File: src/rtl/key_debounce_multi.sv
// N-channel push-button conditioner: 2-flop sync, consecutive-sample debounce,
// press/release pulses and long-press detection with optional auto-repeat.

module key_debounce_multi_ch #(
  parameter int DEBOUNCE_CYCLES = 24,
  parameter int LONG_CYCLES     = 120,
  parameter int REPEAT_CYCLES   = 48,
  parameter int ACTIVE_LOW      = 0
) (
  input  logic clk,
  input  logic rst,
  input  logic key_i,
  output logic level_o,
  output logic press_o,
  output logic release_o,
  output logic long_o,
  output logic repeat_o
);
  localparam int HMAX = (LONG_CYCLES > REPEAT_CYCLES) ? LONG_CYCLES : REPEAT_CYCLES;
  localparam int HW   = (HMAX < 1) ? 1 : $clog2(HMAX + 1);
  localparam int DW   = $clog2(DEBOUNCE_CYCLES + 1);
  localparam logic IDLE = (ACTIVE_LOW != 0);
  localparam logic [DW-1:0] D_LAST = DW'(DEBOUNCE_CYCLES - 1);
  localparam logic [HW-1:0] L_LAST = HW'(LONG_CYCLES - 1);
  localparam logic [HW-1:0] R_LAST = HW'(REPEAT_CYCLES - 1);

  logic          s1_q, s1_d, s2_q, s2_d, st_q, st_d, lp_q, lp_d;
  logic [DW-1:0] dcnt_q, dcnt_d;
  logic [HW-1:0] hcnt_q, hcnt_d;
  logic          press_q, press_d, rel_q, rel_d, long_q, long_d, rep_q, rep_d;

  always_comb begin
    s1_d   = key_i ^ IDLE;
    s2_d   = s1_q;
    st_d   = st_q;
    dcnt_d = '0;
    if (s2_q != st_q) begin
      if (dcnt_q == D_LAST) st_d = s2_q;
      else                  dcnt_d = dcnt_q + 1'b1;
    end
    press_d = st_d & ~st_q;
    rel_d   = ~st_d & st_q;

    hcnt_d = hcnt_q;
    lp_d   = lp_q;
    long_d = 1'b0;
    rep_d  = 1'b0;
    // Idle, press edge or release edge: timer restarts and nothing fires.
    if (!st_d || !st_q) begin
      hcnt_d = '0;
      lp_d   = 1'b0;
    end else if (LONG_CYCLES > 0) begin
      if (!lp_q) begin
        if (hcnt_q == L_LAST) begin
          long_d = 1'b1;
          lp_d   = 1'b1;
          hcnt_d = '0;
        end else begin
          hcnt_d = hcnt_q + 1'b1;
        end
      end else if (REPEAT_CYCLES > 0) begin
        if (hcnt_q == R_LAST) begin
          rep_d  = 1'b1;
          hcnt_d = '0;
        end else begin
          hcnt_d = hcnt_q + 1'b1;
        end
      end
    end
  end

  always_ff @(posedge clk or posedge rst) begin
    if (rst) begin
      s1_q    <= IDLE;
      s2_q    <= IDLE;
      st_q    <= 1'b0;
      dcnt_q  <= '0;
      hcnt_q  <= '0;
      lp_q    <= 1'b0;
      press_q <= 1'b0;
      rel_q   <= 1'b0;
      long_q  <= 1'b0;
      rep_q   <= 1'b0;
    end else begin
      s1_q    <= s1_d;
      s2_q    <= s2_d;
      st_q    <= st_d;
      dcnt_q  <= dcnt_d;
      hcnt_q  <= hcnt_d;
      lp_q    <= lp_d;
      press_q <= press_d;
      rel_q   <= rel_d;
      long_q  <= long_d;
      rep_q   <= rep_d;
    end
  end

  assign level_o   = st_q;
  assign press_o   = press_q;
  assign release_o = rel_q;
  assign long_o    = long_q;
  assign repeat_o  = rep_q;
endmodule

module key_debounce_multi #(
  parameter int N               = 4,
  parameter int DEBOUNCE_CYCLES = 24,
  parameter int LONG_CYCLES     = 120,
  parameter int REPEAT_CYCLES   = 48,
  parameter int ACTIVE_LOW      = 0
) (
  input  logic         clk,
  input  logic         rst,
  input  logic [N-1:0] key,
  output logic [N-1:0] key_level,
  output logic [N-1:0] press_pulse,
  output logic [N-1:0] release_pulse,
  output logic [N-1:0] long_pulse,
  output logic [N-1:0] repeat_pulse
);
  for (genvar i = 0; i < N; i++) begin : g_ch
    key_debounce_multi_ch #(
      .DEBOUNCE_CYCLES(DEBOUNCE_CYCLES),
      .LONG_CYCLES    (LONG_CYCLES),
      .REPEAT_CYCLES  (REPEAT_CYCLES),
      .ACTIVE_LOW     (ACTIVE_LOW)
    ) u_ch (
      .clk      (clk),
      .rst      (rst),
      .key_i    (key[i]),
      .level_o  (key_level[i]),
      .press_o  (press_pulse[i]),
      .release_o(release_pulse[i]),
      .long_o   (long_pulse[i]),
      .repeat_o (repeat_pulse[i])
    );
  end
endmodule
File: config.mk
export PLATFORM = sky130hd
export DESIGN_NAME = key_debounce_multi
export DESIGN_NICKNAME = d
export VERILOG_FILES = /design/src/rtl/key_debounce_multi.sv
export SDC_FILE = /design/constraint.sdc
export NUM_CORES = 1
export LEC_CHECK = 0
export ABC_AREA = 1
export CAP_MARGIN = 20
export CELL_PAD_IN_SITES_DETAIL_PLACEMENT = 0
export CELL_PAD_IN_SITES_GLOBAL_PLACEMENT = 1
export CORE_MARGIN = 4
export CORE_UTILIZATION = 50
export CTS_BUF_LIST = sky130_fd_sc_hd__clkbuf_8
export DETAILED_ROUTE_END_ITERATION = 10
export GPL_TIMING_DRIVEN = 0
export MAX_ROUTING_LAYER = met4
export PLACE_DENSITY_LB_ADDON = 0.05
export SYNTH_ARGS = -nofsm -noshare
export SYNTH_HDL_FRONTEND = slang
export SYNTH_SLANG_ARGS = --single-unit
File: constraint.sdc
create_clock -name clk -period 5.9 [get_ports clk]
set_input_delay 1.18 -clock clk [delete_from_list [all_inputs] [get_ports clk]]
set_output_delay 1.18 -clock clk [all_outputs]
set_load 0.1 [all_outputs]
==> summary.md <==
| Metric | Value |
|---|---|
| Run status | `finished clean` |
| Flop-to-flop setup slack | `4.53 ns` |
| Number of nets in the layout | `429` |
| Post-cts resize count | `0` |
| Hold_buf cts | `0` |
| Die Area | `8355 sq um` |
| Power Density | `239.7 nW/um^2` |
| Startpoint Class | `register` |
| Share of layout cells above drive strength 1 | `11.19%` |
| Ant diodes | `0` |
| # Max-Cap Violations | `0` |
| Largest net degree at the start of global routing | `50` |
| Endpoints failing setup | `0` |
| TNS Setup | `0 ns` |
| CP required | `4.72 ns` |
| Iter 0 DRT Violations | `65` |
| Routed Antenna Nets | `0` |
| Total wire length | `5.300 mm` |
| Crit. End Element | `output pin` |
| Total grt overflow | `0` |
| Post-layout min period | `3.250 ns` |
| Skew-Pair Late Insertion Delay | `0.34 ns` |
| Seq cells post-synth | `80` |
| Avg WL per Cell | `10.27 microns` |
| Number of cells produced by synthesis | `378` |
| Worst Setup EP | `key_level[2]` |
| Leak Pwr | `2.012 nW` |
| Crit Path Max Fanout | `7` |
| Worst R2R Path Depth | `8` |
| Total Routing Usage GR | `14.96%` |
| Critical path startpoint | `g_ch[2].u_ch.level_o` |
| H-tree depth | `3` |
| TritonCTS buffer count | `9` |
| Port Buffers | `25` |
| Max-slew violation count | `0` |
| Max-slew headroom | `34.29%` |
| Placement-stage cell area | `3879 sq um` |
| Fmax | `307.7 MHz` |
| Cell area after layout | `4066 sq um` |
| Most common cell after layout, fill and taps aside | `nor2_1` |
| Synth Area per Inst | `9.202 sq um` |
| Worst R2R End | `g_ch[3].u_ch.hcnt_q[5]` |
| Die H | `91.41 microns` |
| CTS clk-pin slew, worst paths | `0.08 ns` |
| Row cnt | `30` |
| Synth top area share | `57.55%` |
| # IOs | `26` |
| Initial core utilization | `51.20%` |
| Mapped cell area | `3478 sq um` |
| Final Hold Fails | `0` |
| Max VDD drop | `240.0 uV` |
| Vias in the first global route | `2,263` |
| Pre-antenna DRT Iters | `4` |
| Sink Count | `80` |
| Vias/cell | `4.494` |
| Post-CTS Setup Bufs | `0` |
| Minimum hold slack | `0.3507 ns` |
| Crit Path Category | `register to output pin` |
| GPL Wtd Cong | `0.7583` |
| Skew final | `0.007667 ns` |
| Min-delay worst type | `register to register` |
| Tcrit/Tclk final | `55.08%` |
| Root Driver | `clkbuf_8` |
| Unique masters post-synth | `19` |
| CP arrival | `2.07 ns` |
| Syn nets | `392` |
| Dpl hpwl | `3.772 mm` |
| Maximum clock path buffer count | `2` |
| Initial antenna violation count | `0` |
| Core area | `6794 sq um` |
| Die Width | `91.41 microns` |
| Vias after detailed routing | `2,319` |
| DRC | `0` |
| First-pass GRT wire length | `9.729 mm` |
| Worst reg2reg path startpoint | `g_ch[3].u_ch.dcnt_q[0]` |
| Sequential share of the synthesized area | `57.55%` |
| Most frequent cells in the layout | `nor2_1 (87), dfrtp_1 (80), nand2_1 (57), inv_1 (48), clkdlybuf4s50_1 (25)` |
| RSZ-0062 raised after global routing | `no` |
| CTS tree | `built` |
| Worst Max-Slew Pin Slew | `0.9825 ns` |
| Synthesis Warnings | `0` |
| Top cells by area, synth | `dfrtp_1 (58%), nor2_1 (9.4%), nand2_1 (6.2%), inv_1 (5.2%), buf_4 (4.3%)` |
| Yosys top cell by area | `dfrtp_1` |
| Area growth from synthesis to layout | `16.91%` |
[registers in the layout, indices dropped and copies added (netlist names)]
| register | count |
|---|---|
| g_ch.u_ch.hcnt_q | 28 |
| g_ch.u_ch.dcnt_q | 20 |
| g_ch.u_ch.level_o | 4 |
| g_ch.u_ch.long_o | 4 |
| g_ch.u_ch.lp_q | 4 |
| g_ch.u_ch.press_o | 4 |
| g_ch.u_ch.release_o | 4 |
| g_ch.u_ch.repeat_o | 4 |
| g_ch.u_ch.s1_q | 4 |
| g_ch.u_ch.s2_q | 4 |
[cell families (layout without fill, tap and decap cells)]
| group | after synthesis | in the layout | synth area share (%) |
|---|---|---|---|
| and+or+nand+nor | 188 | 188 | 23.02 |
| DFF | 80 | 80 | 57.55 |
| adders and majority gates | 8 | 8 | 2.878 |
| buffers and inverters | 68 | 110 | 9.496 |
| xor gates and xnor gates | 20 | 20 | 5.036 |
| AOI/OAI and AO/OA | 14 | 14 | 2.014 |
[power breakdown]
part / internal (W) / total (W) / switching (W)
clock network: 0.000191 / 0.000379 / 0.000187
registers: 0.000557 / 0.000563 / 0.00000611
logic: 0.0000118 / 0.0000329 / 0.0000211
total: 0.000761 / 0.000975 / 0.000214
[Yosys cell counts, drive strengths merged]
library cell / n
nand4: 2
o21ai: 10
inv: 48
nand2: 59
buf: 20
nand3: 24
ha: 8
nor3b: 2
a21oi: 4
xor2: 14
xnor2: 6
dfrtp: 80
nor3: 8
or2: 4
nor2: 89
[critical path, cell delays in order (launching register included)]
cell	delay [ns]
dfrtp_1	0.46
buf_4	0.14
clkdlybuf4s50_1	1.13
[area by class of cell]
type	instances	area [sq um]
clock buffer	9	123.9
inverter	48	182.7
timing repair buffer	26	277.8
tap	96	120.1
clock inverter	7	63.81
sequential	80	2002
fill	613	2728
multi-input combinational	230	1146
buffer	20	150.1
[stage by stage]
stage	cells	worst slack (ns)	total power [W]	util, %
global route	516	2.551	0.001020	59.85
detailed placement	500	2.995	0.0006089	57.09
CTS	516	2.607	0.0009933	59.85
finish	516	2.650	0.0009749	59.85
floorplan	378	2.668	0.0005953	-
global placement	499	1.380	0.0006051	56.65
[layer usage]
metal | routed length [microns] | GRT usage, %
met2 | 2617 | 24.16
met1 | 2412 | 17.43
met4 | 65 | 5.276
met5 | 0 | -
met3 | 204 | 5.054
[how the worst min path moves through the flow]
| stage | start | cells past startpoint | slack [ns] | end |
|---|---|---|---|---|
| 6_report | g_ch[2].u_ch.s1_q | 0 | 0.35 | g_ch[2].u_ch.s2_q |
| 5_1_grt | g_ch[2].u_ch.s1_q | 0 | 0.36 | g_ch[2].u_ch.s2_q |
| 4_1_cts | g_ch[2].u_ch.s1_q | 0 | 0.35 | g_ch[2].u_ch.s2_q |
| 3_5_place_dp | g_ch[2].u_ch.s1_q | 0 | 0.33 | g_ch[2].u_ch.s2_q |
| 3_3_place_gp | g_ch[2].u_ch.s1_q | 0 | 0.33 | g_ch[2].u_ch.s2_q |
| 2_1_floorplan | g_ch[0].u_ch.s1_q | 0 | 0.33 | g_ch[0].u_ch.s2_q |
(Power assumes the default switching activity.)
